`src/rtl/fu_pkg.sv`:
```
// Shared constants, FU type encoding and the per-FU type map for the FU allocator.
package fu_pkg;

  localparam int NUM_FU  = 3;
  localparam int TAG_W   = 6;
  localparam int CNT_W   = 3;
  localparam int ALU_LAT = 1;
  localparam int MEM_LAT = 3;

  localparam int FU_ALU0 = 0;
  localparam int FU_ALU1 = 1;
  localparam int FU_MEM0 = 2;

  typedef enum logic {
    FU_ALU = 1'b0,
    FU_MEM = 1'b1
  } fu_type_e;

  function automatic fu_type_e fu_type_of(input int idx);
    case (idx)
      FU_ALU0: return FU_ALU;
      FU_ALU1: return FU_ALU;
      FU_MEM0: return FU_MEM;
      default: return FU_ALU;
    endcase
  endfunction

endpackage

```
`src/rtl/fu_busy_timer.sv`:
```
// Occupancy countdown for one functional unit; done is high in the last busy cycle.
module fu_busy_timer
  import fu_pkg::*;
(
  input  logic             clk,
  input  logic             rst,
  input  logic             load,
  input  logic [CNT_W-1:0] load_val,
  input  logic [TAG_W-1:0] load_tag,
  input  logic             clear,
  output logic             busy,
  output logic             done,
  output logic [TAG_W-1:0] tag
);

  logic [CNT_W-1:0] cnt;

  // A squash beats a load so that a flushed cycle never leaves a live timer behind.
  always_ff @(posedge clk or posedge rst) begin
    if (rst) begin
      cnt <= '0;
      tag <= '0;
    end else if (clear) begin
      cnt <= '0;
    end else if (load) begin
      cnt <= load_val;
      tag <= load_tag;
    end else if (cnt != '0) begin
      cnt <= cnt - CNT_W'(1);
    end
  end

  assign busy = (cnt != '0);
  assign done = (cnt == CNT_W'(1));

endmodule

```
`src/rtl/fu_allocator.sv`:
```
// Grants one issuing instruction per cycle to a free, type-compatible FU and
// drives the FU table's full next-state ready vector every cycle.
module fu_allocator
  import fu_pkg::*;
(
  input  logic                    clk,
  input  logic                    rst,
  input  logic [NUM_FU-1:0]       table_in,
  output logic [NUM_FU-1:0]       update_out,
  input  logic                    issue_valid,
  input  logic                    issue_type,
  input  logic [TAG_W-1:0]        issue_tag,
  output logic                    issue_grant,
  output logic [1:0]              issue_fu,
  input  logic                    flush,
  output logic [NUM_FU-1:0]       done_valid,
  output logic [NUM_FU*TAG_W-1:0] done_tag,
  output logic                    err
);

  fu_type_e          req_type;
  logic [NUM_FU-1:0] eligible;
  logic [NUM_FU-1:0] load;
  logic [NUM_FU-1:0] busy;
  logic [NUM_FU-1:0] done;
  logic [TAG_W-1:0]  tag_q [NUM_FU];
  logic [CNT_W-1:0]  load_val;
  logic              grant_any;
  logic [1:0]        grant_idx;

  assign req_type = fu_type_e'(issue_type);
  assign load_val = (req_type == FU_MEM) ? CNT_W'(MEM_LAT) : CNT_W'(ALU_LAT);

  always_comb begin
    eligible = '0;
    for (int f = 0; f < NUM_FU; f++) begin
      eligible[f] = table_in[f] && (fu_type_of(f) == req_type);
    end
  end

  // Scanning downwards lets the lowest eligible index win.
  always_comb begin
    grant_any = 1'b0;
    grant_idx = 2'd0;
    for (int f = NUM_FU - 1; f >= 0; f--) begin
      if (eligible[f]) begin
        grant_any = 1'b1;
        grant_idx = 2'(f);
      end
    end
  end

  assign issue_grant = issue_valid && !flush && !rst && grant_any;
  assign issue_fu    = issue_grant ? grant_idx : 2'd0;

  for (genvar f = 0; f < NUM_FU; f++) begin : g_fu
    assign load[f] = issue_grant && (grant_idx == 2'(f));

    fu_busy_timer u_timer (
      .clk      (clk),
      .rst      (rst),
      .load     (load[f]),
      .load_val (load_val),
      .load_tag (issue_tag),
      .clear    (flush),
      .busy     (busy[f]),
      .done     (done[f]),
      .tag      (tag_q[f])
    );

    assign done_tag[f*TAG_W +: TAG_W] = tag_q[f];
  end

  assign done_valid = done & ~{NUM_FU{flush | rst}};

  always_comb begin
    update_out = table_in;
    for (int f = 0; f < NUM_FU; f++) begin
      if (rst || flush) begin
        update_out[f] = 1'b1;
      end else if (load[f]) begin
        update_out[f] = 1'b0;
      end else if (done_valid[f]) begin
        update_out[f] = 1'b1;
      end
    end
  end

  // A table bit reading free while its timer still has more than one cycle to run is a bookkeeping fault.
  always_ff @(posedge clk or posedge rst) begin
    if (rst) begin
      err <= 1'b0;
    end else if (|(table_in & busy & ~done)) begin
      err <= 1'b1;
    end
  end

endmodule
```
`config.mk`:
```
export PLATFORM = sky130hd
export DESIGN_NAME = fu_allocator
export DESIGN_NICKNAME = d
export VERILOG_FILES = /design/src/rtl/fu_pkg.sv /design/src/rtl/fu_busy_timer.sv /design/src/rtl/fu_allocator.sv
export SDC_FILE = /design/constraint.sdc
export NUM_CORES = 1
export LEC_CHECK = 0
export ABC_AREA = 0
export CAP_MARGIN = 20
export CORE_AREA = 5 5 94 87
export DETAILED_ROUTE_END_ITERATION = 8
export DIE_AREA = 0 0 99 92
export PLACE_DENSITY = 0.5
export SLEW_MARGIN = 0
export SYNTH_ARGS = -nofsm -noshare
export SYNTH_HDL_FRONTEND = slang
export SYNTH_HIERARCHICAL = 1
export SYNTH_SLANG_ARGS = --single-unit
```
`constraint.sdc`:
```
create_clock -name clk -period 1.9 [get_ports clk]
set_clock_uncertainty 0.2 [all_clocks]
set_input_delay 0.475 -clock clk [delete_from_list [all_inputs] [get_ports clk]]
set_output_delay 0.475 -clock clk [all_outputs]
set_load 0.02 [all_outputs]
```
* Yosys cells after proc, flatten, opt, wreduce, memory -nomap -nowiden
Index checks and enable logic that the tools add are counted.
** Word-level totals
- Register bits :: 28
- Bits of input ports :: 14
** Operators by class
- $add $sub $neg :: 3
- Eq/ne operators :: 5
- Mux-type cells :: 26
- Bitwise logic cells :: 8
- Reductions and logical operators :: 23
** Operator list (count)
- 3-bit two-way mux :: 9
- 3-bit nonzero test :: 6
- 1-bit two-way mux :: 12
- 2-bit two-way mux :: 5
- 3-bit bitwise AND :: 3
- 3-bit by 1-bit equality test with 1-bit output (second input constant) :: 3
- 1-bit logical AND :: 9
- 3-bit by 1-bit subtractor with 3-bit output (second input constant) :: 3
- 3-bit inverter :: 2
- 2-bit AND reduction :: 3
- 3-bit OR reduction :: 1
- 2-bit by 1-bit equality test with 1-bit output (second input constant) :: 1
- 2-bit equality test (second input constant) :: 1
- 1-bit logical NOT :: 2
- 2-bit logical NOT :: 1
- 1-bit inverter :: 2
- 1-bit logical OR :: 1
- 1-bit bitwise OR :: 1

* Longest topological paths before layout
- Word-level depth :: 8
- Depth in mapped cells :: 6

* Cells and area by module
Netlist, hierarchy kept.
** By module, submodules not included
- fu_busy_timer :: times used 3, cells an instance 38, area each 508.0 um^2, sequential area each 225.2 um^2
- fu_allocator :: times used 1, cells an instance 31, area each 209.0 um^2, sequential area each 25.0 um^2

* Least setup slack after synthesis
OpenSTA, ideal clock, no wires.
- Kind :: input to register
- Start :: input rst
- End :: register g_fu[1].u_timer.tag[0]
- Library setup time :: 0.125 ns
- Arrival time :: 2.406 ns
- Setup slack :: -0.831 ns
- Stages on the path :: 6
- Cell sequence :: or3b_1 buf_2 nor4b_1 nor2b_4 buf_6 mux2_4
** Between the ends
- Cells in the longest elaborated chain, start to end :: 5
** Ends and longest elaborated chain
- from (decl) :: RTL line fu_allocator.sv:7 : input logic rst,
- 1-bit logical NOT (no line)
- 1-bit logical AND (2 in series) :: RTL line fu_allocator.sv:53 : assign issue_grant = issue_valid && !flush && !rst && grant_any;
- 1-bit logical AND :: RTL line fu_allocator.sv:57 : assign load[f] = issue_grant && (grant_idx == 2'(f));
- named net load[1] :: RTL line fu_allocator.sv:23 : logic [NUM_FU-1:0] load;
- 2-bit AND reduction (no line)
- to (signal assigned) :: RTL line fu_busy_timer.sv:27 : tag <= load_tag;
- to (decl) :: RTL line fu_busy_timer.sv:13 : output logic [TAG_W-1:0] tag
The timed path passes the listed nets, and every way through them passes these cells.
A chain may end at the register's enable or synchronous reset.

* Worst setup path in the final report
- Start :: input rst
- End :: register g_fu[1].u_timer.tag[5]
Same word-level chain as after synthesis.

==> impl_metrics.csv <==
group,metric,value,unit
clocking,clk_latency,0.27,ns
status,violations,"negative setup slack",
sta,grt_setup_unrepaired,"yes",
detailed_routing,wl_per_cell,13.9,um
cells_and_area,drive_gt1_frac,0.504,
detailed_routing,vias,1359,
cells_and_area,syn2layout_area_growth,63.2,%
pwr,powerDensity,996,nW/um2
cells_and_area,final_cell_area,2830,um2
detailed_routing,viasPerCell,4.21,
placed_design,dpl.hpwl,3.31,mm
setup_path,startpoint_type,"primary input",
floorplan,die_w,99,um
pwr,p_leak,1.28,nW
floorplan,die_area,9110,um2
pwr,total_power,2.82,mW
clocking,clk_path_buf_depth,2,
setup_path,r2r.worst_path.cells,6,
min_path,hold_path.class,"in2async",
sta,clock.fmax,484,MHz
sta,layout_setup_ws,-0.167,ns
clocking,cts_sinks,28,
sta,min_period,2.07,ns
detailed_routing,drt.antenna.violating_nets,0,
floorplan,rows,29,
detailed_routing,dr.pass1.iters,4,
logic_synthesis,ys_seq_elements,28,
setup_path,critPathLaunch,"rst",
detailed_routing,drt_first_iter_violations,43,
sta,drv_slew,0,
logic_synthesis,synthesis.area,1730,um2
logic_synthesis,syn_avg_cell_area,12.0,um2
setup_path,reg2reg_slack,0.12,ns
global_routing,grt_antenna_before_repair,0,
global_routing,grt_use_total,0.0969,
placed_design,placedCellCount,308,
global_routing,grt_pass1_vias,1426,
setup_path,r2r_start,"g_fu[2].u_timer/cnt[1]$_DFFE_PP0P_",
cells_and_area,final_util,0.404,
detailed_routing,totalWireLength,4.50,mm
global_routing,grt_pass1_wl,7.27,mm
clocking,root_buffer,"clkbuf_8",
logic_synthesis,synth-warning-count,6,
placed_design,port_buffers,41,
pwr,vdd_drop_max,387,uV
cells_and_area,final_common_cell,"buf_4",
logic_synthesis,synth_cells,145,
floorplan,die_y,92,um
cells_and_area,final_cell_count_no_fill,323,
clocking,htreeDepth,1,
placed_design,dpl-instance-area,2510,um2
logic_synthesis,ys_seq_area_frac,0.404,
setup_path,worstPathMaxFanout,6,
flow_run,cap_violations,0,
cells_and_area,diodes,0,
floorplan,start_util,0.247,
setup_path,crit_arrival,2.03,ns
sta,finalSetupViolCount,31,
global_routing,global_route.overflow_total,0,
cells_and_area,nNetsFinal,254,
global_routing,grt_max_degree,17,
cells_and_area,final_cell_mix,"buf_4 (32), dfrtp_1 (28), dlygate4sd2_1 (21)",
sta,post-route-period-util,1.09,
placed_design,place_congestion,0.741,
logic_synthesis,synth_cell_types,28,
sta,finalHoldViolations,0,
detailed_routing,drcViolationCount,0,
status,status,"complete, but fails checks",
setup_path,worst-setup-path-type,"in2reg",
clocking,cts_buffers,3,
setup_path,crit_required,1.86,ns
floorplan,num_io_pins,42,
clocking,path_clk_slew,0.10,ns
floorplan,core-area,7000,um2
clocking,cts_tree,"built",
setup_path,endpoint_kind,"flip-flop",
-- cell type report --
type                            count  area [um2]
Clock buffer                        3        41.3
Clock inverter                      1        30.0
Fill cell                         679        4180
Inverter                           13        48.8
Multi-Input combinational cell    104        1150
Sequential cell                    28         701
Tap cell                           93         116
Timing Repair Buffer               81         742
-- cell families after synthesis --
group,synth area share
AOI/OAI and AO/OA,0.0765
adders and majority gates,0.0650
buffers and inverters,0.0505
DFF,0.404
muxes,0.156
other,0.00433
and+or+nand+nor,0.243
-- worst max-delay path, cell delays in order --
cell     delay, ns
buf_6         0.09
or3b_4        0.41
buf_6         0.15
nor4b_4       0.23
nor2b_4       0.34
mux2_4        0.33
-- report_power, final --
group / internal, mW / total (mW) / switching [mW]
Clock: 0.282 / 0.468 / 0.186
Combinational: 0.814 / 1.51 / 0.692
Sequential: 0.744 / 0.844 / 0.0999
Total: 1.84 / 2.82 / 0.978
-- worst paths after layout --
kind | endpoint
max | g_fu[1].u_timer/tag[5]$_DFFE_PP0P_
min | g_fu[2].u_timer/tag[0]$_DFFE_PP0P_
max reg2reg | g_fu[2].u_timer/cnt[2]$_DFFE_PP0P_
min reg2reg | err$_DFFE_PP0P_
max in group asynchronous | err$_DFFE_PP0P_
min in group clk | err$_DFFE_PP0P_
-- per-stage QoR --
| step | hold slack [ns] | worst slack, ns | setup TNS (ns) |
|---|---|---|---|
| 6_report | 0.213 | -0.167 | -3.24 |
| 2_1_floorplan | 0.00371 | -0.393 | -7.60 |
| 3_5_place_dp | 0.264 | -1.00 | -30.11 |
| 3_3_place_gp | 0.261 | -0.986 | -29.66 |
| 4_1_cts | 0.117 | -0.200 | -3.16 |
| 5_1_grt | 0.245 | -0.272 | -4.14 |
-- state kept, by name, summed over array words and instances, names as in the netlist --
name / cells
g_fu.u_timer/cnt: 9
err: 1
g_fu.u_timer/tag: 18
-- routing by layer --
layer | track usage | routed length [um] | up-vias
li1 | - | - | 671
met3 | 0.0182 | 78 | 2
met4 | 0.0137 | 24 | 0
met1 | 0.129 | 2100 | 673
met2 | 0.167 | 2290 | 13
met5 | 0 | 0 | -
-- cell usage after synthesis, drive strengths merged --
cell,instances,share of area
and2,3,0.011
nand4b,1,0.0051
nor2,6,0.013
ha,9,0.065
and3b,1,0.0058
nor2b,18,0.078
nor4b,8,0.040
and4bb,1,0.0072
or2b,3,0.013
buf,4,0.022
o21ai,3,0.0087
a2111oi,6,0.035
a311oi,3,0.026
conb,2,0.0043
mux2,18,0.16
or3b,4,0.020
nor3b,1,0.0043
o21bai,1,0.0043
nand3b,3,0.013
nand2,1,0.0022
and3,1,0.0043
dfrtp,28,0.40
inv,13,0.028
and2b,3,0.015
nand2b,3,0.011
a21oi,1,0.0029
-- timing repair --
action,4_1_cts,5_1_grt
gates resized for setup,118,22
hold endpoints to repair,1,0
buffers inserted,9,4
endpoints found under the setup margin,55,35
hold buffers,1,0
pin swaps,14,17
(Power assumes the default switching activity.)
